**src/rtl/bcd_mod_counter.sv**
```systemverilog
// Two-digit BCD counter over BASE..BASE+MOD-1 with validated load and a registered wrap-carry pulse.
// Latency 1 cycle from in/set_en to outputs; no backpressure. Optional down-counting via BCD_CNT_DOWN_EN.
module bcd_mod_counter #(
    parameter int MOD  = 24,
    parameter int BASE = 0
) (
    input  logic       clk,
    input  logic       rst,
    input  logic       in,
    input  logic       set_en,
    input  logic [3:0] set_num1,
    input  logic [3:0] set_num2,
`ifdef BCD_CNT_DOWN_EN
    input  logic       dir,
`endif
    output logic [3:0] out_q1,
    output logic [3:0] out_q2,
    output logic       carry,
    output logic       load_err
);

    localparam int         TOP    = BASE + MOD - 1;
    localparam logic [3:0] BASE_T = 4'(BASE / 10);
    localparam logic [3:0] BASE_O = 4'(BASE % 10);
    localparam logic [3:0] TOP_T  = 4'(TOP / 10);
    localparam logic [3:0] TOP_O  = 4'(TOP % 10);
    localparam logic [7:0] BASE_V = 8'(BASE);
    localparam logic [7:0] TOP_V  = 8'(TOP);

    logic [3:0] r_q1;
    logic [3:0] r_q2;
    logic       r_carry;
    logic       r_load_err;

    logic [7:0] w_ld_val;
    logic       w_ld_ok;
    logic       w_at_top;
    logic       w_at_base;
    logic       w_down;

`ifdef BCD_CNT_DOWN_EN
    assign w_down = dir;
`else
    assign w_down = 1'b0;
`endif

    // Digit range is checked first so an invalid digit can never alias into range.
    assign w_ld_val  = {4'd0, set_num1} * 8'd10 + {4'd0, set_num2};
    assign w_ld_ok   = (set_num1 <= 4'd9) && (set_num2 <= 4'd9) &&
                       (w_ld_val >= BASE_V) && (w_ld_val <= TOP_V);
    assign w_at_top  = (r_q1 == TOP_T)  && (r_q2 == TOP_O);
    assign w_at_base = (r_q1 == BASE_T) && (r_q2 == BASE_O);

    always_ff @(posedge clk) begin
        if (rst) begin
            r_q1       <= BASE_T;
            r_q2       <= BASE_O;
            r_carry    <= 1'b0;
            r_load_err <= 1'b0;
        end else if (set_en) begin
            r_carry <= 1'b0;
            if (w_ld_ok) begin
                r_q1       <= set_num1;
                r_q2       <= set_num2;
                r_load_err <= 1'b0;
            end else begin
                r_load_err <= 1'b1;
            end
        end else if (in) begin
            if (w_down) begin
                if (w_at_base) begin
                    r_q1    <= TOP_T;
                    r_q2    <= TOP_O;
                    r_carry <= 1'b1;
                end else if (r_q2 == 4'd0) begin
                    r_q2    <= 4'd9;
                    r_q1    <= r_q1 - 4'd1;
                    r_carry <= 1'b0;
                end else begin
                    r_q2    <= r_q2 - 4'd1;
                    r_carry <= 1'b0;
                end
            end else begin
                if (w_at_top) begin
                    r_q1    <= BASE_T;
                    r_q2    <= BASE_O;
                    r_carry <= 1'b1;
                end else if (r_q2 == 4'd9) begin
                    r_q2    <= 4'd0;
                    r_q1    <= r_q1 + 4'd1;
                    r_carry <= 1'b0;
                end else begin
                    r_q2    <= r_q2 + 4'd1;
                    r_carry <= 1'b0;
                end
            end
        end else begin
            r_carry <= 1'b0;
        end
    end

    assign out_q1   = r_q1;
    assign out_q2   = r_q2;
    assign carry    = r_carry;
    assign load_err = r_load_err;

endmodule

```
**config.mk**
```make
export PLATFORM = sky130hd
export DESIGN_NAME = bcd_mod_counter
export DESIGN_NICKNAME = d
export VERILOG_FILES = /design/src/rtl/bcd_mod_counter.sv
export SDC_FILE = /design/constraint.sdc
export NUM_CORES = 1
export LEC_CHECK = 0
export BUFFER_PORTS_ARGS = -buffer_cell sky130_fd_sc_hd__buf_2
export CORE_MARGIN = 10
export CORE_UTILIZATION = 45
export CTS_CLUSTER_DIAMETER = 60
export DETAILED_ROUTE_END_ITERATION = 7
export PLACE_DENSITY = 0.66
export SLEW_MARGIN = 20
export SYNTH_ARGS = -nofsm -noshare
export SYNTH_HDL_FRONTEND = slang
export SYNTH_SLANG_ARGS = --single-unit
```
**constraint.sdc**
```tcl
create_clock -name clk -period 2.93 [get_ports clk]
set_input_delay 0.4395 -clock clk [delete_from_list [all_inputs] [get_ports clk]]
set_output_delay 0.4395 -clock clk [all_outputs]
set_load 0.05 [all_outputs]
```
* Yosys cells after proc, flatten, opt, wreduce, memory -nomap -nowiden
Index checks and enable logic that the tools add are counted.
** Storage, ports and cells
- Bits in registers :: 10
- Latch bits :: 0
- RAM bits :: 0
- Memory bits (read-only) :: 0
- Output and inout bits :: 10
- Word-level logic and storage cells :: 38
- Memories kept :: 0
** Operators by class
- $add $sub $neg :: 3
- Multipliers :: 1
- Divide/modulo/power cells :: 0
- Order comparisons :: 4
- Equality and inequality tests :: 4
- Shifts and indexed selects :: 0
- Multiplexer cells :: 12
- Bitwise operators :: 1
- Reductions and logical operators :: 9
** Operator list (count)
- 4-bit two-way mux :: 10
- 4-bit by 1-bit adder with 4-bit output (second input constant) :: 2
- 8-bit by 4-bit adder with 8-bit output :: 1
- 4-bit by 2-bit equality test with 1-bit output (second input constant) :: 2
- 8-bit by 1-bit >= comparator with 1-bit output (second input constant) :: 1
- 4-bit less-or-equal comparator (second input constant) :: 2
- 8-bit by 5-bit less-or-equal comparator with 1-bit output (second input constant) :: 1
- 4-bit by 3-bit multiplier with 7-bit output (second input constant) :: 1
- 4-bit equality test (second input constant) :: 1
- 1-bit logical AND :: 4
- 3-bit AND reduction :: 1
- 3-bit nonzero test :: 1
- 3-bit OR reduction :: 1
- 1-bit two-way mux :: 2
- 2-bit by 1-bit != test with 1-bit output (second input constant) :: 1
- 2-bit AND reduction :: 1
- 2-bit nonzero test :: 1
- 1-bit inverter :: 1

* Logic depth before layout (Yosys ltp)
- Word-level depth :: 7
- Depth in mapped cells :: 9
- Mapped depth without buffers :: 9

* Worst setup path after synthesis
No wires, ideal clock.
- Path kind :: input to register
- Start point :: in set_num1[1]
- End point :: reg r_q2[2], in the netlist out_q2[2]
- Setup time :: 138 ps
- Arrival :: 2522 ps
- Slack :: 270 ps
- Cell stages on the path :: 9
- Path through :: ha_1 > ha_1 > fa_1 > nor2b_1 > a222oi_1 > o2111ai_1 > a21o_4 > a221oi_2 > a311oi_1
** On the way
- Word-level cells in the longest chain between the ends :: 7
- Elaborated cells on any way between the ends :: 10
** Ends and longest elaborated chain
- start: declaration :: line 11 : input logic [3:0] set_num1,
- 4-bit by 3-bit multiplier with 7-bit output :: line 48 : assign w_ld_val = {4'd0, set_num1} * 8'd10 + {4'd0, set_num2};
- 8-bit by 4-bit adder with 8-bit output :: line 48
- 8-bit by 1-bit >= comparator with 1-bit output :: line 50 : (w_ld_val >= BASE_V) && (w_ld_val <= TOP_V);
- 1-bit logical AND :: line 49 : assign w_ld_ok = (set_num1 <= 4'd9) && (set_num2 <= 4'd9) &&
- 1-bit logical AND * :: line 50
- 2-bit by 1-bit != test with 1-bit output (no line) *
- 2-bit AND reduction (no line) *
- end signal: assignment :: line 64 : r_q2 <= set_num2;
- end signal: assignment :: line 80 : r_q2 <= r_q2 - 4'd1;
- end signal: assignment :: line 93 : r_q2 <= r_q2 + 4'd1;
- end: declaration :: line 31 : logic [3:0] r_q2;
Every way passes the cells marked *; elsewhere a longest branch is shown, timed or not.
A chain may end at the register's enable or synchronous reset.

* Worst setup path after layout
Ends and elaborated chain as after synthesis.

==> flow_metrics.tcl <==
set metrics [dict create \
    cts_tree "built" \
    instances_no_fill 159 \
    ys_seq_area_share_pct 22.3 \
    clock_path_buffers 2 \
    r2r_cells 6 \
    core_area_mm2 0.00192 \
    critPathCapture "out_q2[2]" \
    grt_pass1_wl_um 3860 \
    crit_path_cell_trace "buf_2 -> ha_1 -> ha_1 -> fa_1 -> nor2b_1 -> a222oi_1 -> o2111ai_1 -> a21o_4 -> a221oi_2 -> a311oi_1" \
    nets 157 \
    timing.final.crit_share_pct 91.1 \
    stdcell_area_mm2 0.00106 \
    final-hold-violation-count 0 \
    dp_cells 156 \
    synth_flop_cell "dfxtp_1" \
    rsz0062_at_grt "false" \
    overflow 0 \
    io_pins 22 \
    crit_arrival_ns 2.80 \
    synth.top_cell.area_share_pct 22.3 \
    synthArstFlopShare_pct 0 \
    critPathCaptureType "flop" \
    antenna_found_initial 0 \
    finalSetupTns_ns 0 \
    start_kind "input pin" \
    dp_hpwl_um 1900 \
    vias_per_cell 5.63 \
    r2r-start "out_q1[0]" \
    wire_per_inst_um 14.8 \
    die_area_mm2 0.00419 \
    crit_path_frequent_cell "ha_1" \
    cpMaxStageDelayCell "fa_1" \
    maxCapViolCount 0 \
    yosysMostFrequentCell "a21oi_1" \
    ant_nets 0 \
    rrSetupSlack_ns 1.12 \
    grt_util_all_layers_pct 11.2 \
    hold_buffers 0 \
    worst-path-buf-inv 1 \
    worst-setup-path-type "input pin to flop" \
    startpoint "set_num1[1]" \
    gp_congestion 0.806 \
    die_x_um 64.7 \
    grt_max_degree 23 \
    area_delta_synth_final_pct 17.9 \
    setup_violations 0 \
    drive_gt1_share_pct 25.8 \
    placed_area_mm2 0.00104 \
    insertion_delay_ns 0.26 \
    dieHeight_um 64.7 \
    clk_pin_slew_worst_paths_ns 0.06 \
    p_total_mw 0.414 \
    reg2reg_to "out_q1[0]" \
    crit_family "compound AO/OA/AOI/OAI gates" \
    cts_buffers 3 \
    portBuffers 21 \
    max-vdd-ir-drop_mv 0.245 \
    post_cts_buffers 0 \
    synth_edf_count 0 \
    post_cts_resized 0 \
    drt_iter0_markers 23 \
    clock.fmax_ghz 0.375 \
    antenna_cells 0 \
    synth_commonest_cells "a21oi_1 (11), dfxtp_1 (10), ha_1 (9)" \
    path_max_fanout 8 \
    cts_root_buffer "clkbuf_4" \
    finalWirelength_um 2360 \
    finalCriticalPeriod_ns 2.67 \
    worstPathRequired_ns 3.06 \
    hold_slack_ns 0.453 \
    row_count 16 \
    syn-cell-area_um2 900 \
    hold_path.class "input pin to flop" \
    clock_skew_ns 0.00182 \
    syn_nets 133 \
    cts.sinks 10 \
    yosysWarnings 0 \
    start_util_pct 46.8 \
    p_leak_nw 0.459 \
    p_per_area_mw_per_mm2 390 \
    status "complete, no violations" \
    maxSlewHeadroom_pct 69.9 \
    syn_inst 110 \
    worst_pin_slew_ns 0.451 \
    synth.distinct_cells 37 \
    drtPass1Iterations 4 \
    crit_cells 10 \
    route.detailed.drc 0 \
    drv_slew 0 \
    yosysTopAreaCell "dfxtp_1" \
    htree_levels 1 \
    grt_pass1_vias 870 \
    synthTopCellsByArea "dfxtp_1 (22%), ha_1 (13%), a21oi_1 (6.1%)" \
    max_stage_delay_ns 0.50 \
    synth_seq_cells 10 \
    syn_area_per_cell_um2 8.18 \
    dr_total_vias 895 \
]
cell type report:
cell class                 count  area (um^2)
fill                         187          861
inverter                       4         15.0
multi-input combinational     92          669
clock buffer                   3         22.5
tap                           27         33.8
timing repair buffer          23          120
sequential                    10          200
cell families after synthesis:
logic type	count (synthesis)	share of synthesized area, %
buffers and inverters	8	3.34
adder cells (fa/ha/maj)	11	17.0
AO/OA/AOI/OAI	39	31.6
AND/OR/NAND/NOR	40	23.9
flip-flops	10	22.3
XOR/XNOR	2	1.95
power by group:
group	switching (mW)	internal, mW
logic	0.105	0.0573
registers	0.0121	0.145
clock network	0.0475	0.0475
total	0.164	0.250
metrics by stage:
step	utilization, %	worst slack (ns)
final	55.2	0.262
after global routing	55.2	0.0713
after CTS	55.2	0.274
after detailed placement	54.0	-0.0155
after global placement	54.0	0.0689
after floorplan	-	0.270
sequential cells by signal (all words and copies together) (netlist names):
name and cells:
load_err 1, out_q1 4, out_q2 4, carry 1
metal layers:
metal | global-route usage [%] | wire, um | vias up | part of all wire (%)
met5 | 0 | 0 | - | 0
met4 | 1.87 | 0 | 0 | 0
met3 | 5.50 | 150 | 0 | 6.4
met2 | 18.2 | 1090 | 20 | 46
met1 | 13.1 | 1120 | 413 | 48
li1 | - | - | 462 | -
cell usage in the layout, fill, tap and decap left out, drive strengths merged, types with 3 or more instances in the layout:
master,netlist,layout
inv,4,4
o21ai,4,4
buf,0,23
nand3,7,7
a21oi,11,11
ha,9,9
nor2,7,7
nor2b,4,4
nor3,5,5
dfxtp,10,10
nand2,8,8
a31oi,6,6
clkbuf,4,3
worst min path at each step:
stage                     depth (start not counted)        end        start
after floorplan                                   2  out_q2[0]  set_num2[0]
after global placement                            2   load_err     load_err
after detailed placement                          2   load_err     load_err
after CTS                                         3  out_q2[0]  set_num2[0]
after global routing                              3  out_q2[0]  set_num2[0]
final                                             3  out_q2[0]  set_num2[0]
worst reg2reg max path, delay by kind of cell, from the launching register on:
kind / cells / cell delay (ns)
simple gates: 2 / 0.39
compound gates: 2 / 0.61
fa+ha+maj: 1 / 0.22
flops: 1 / 0.43
buf+inv: 1 / 0.07
Power figures use the tool's default switching activity.
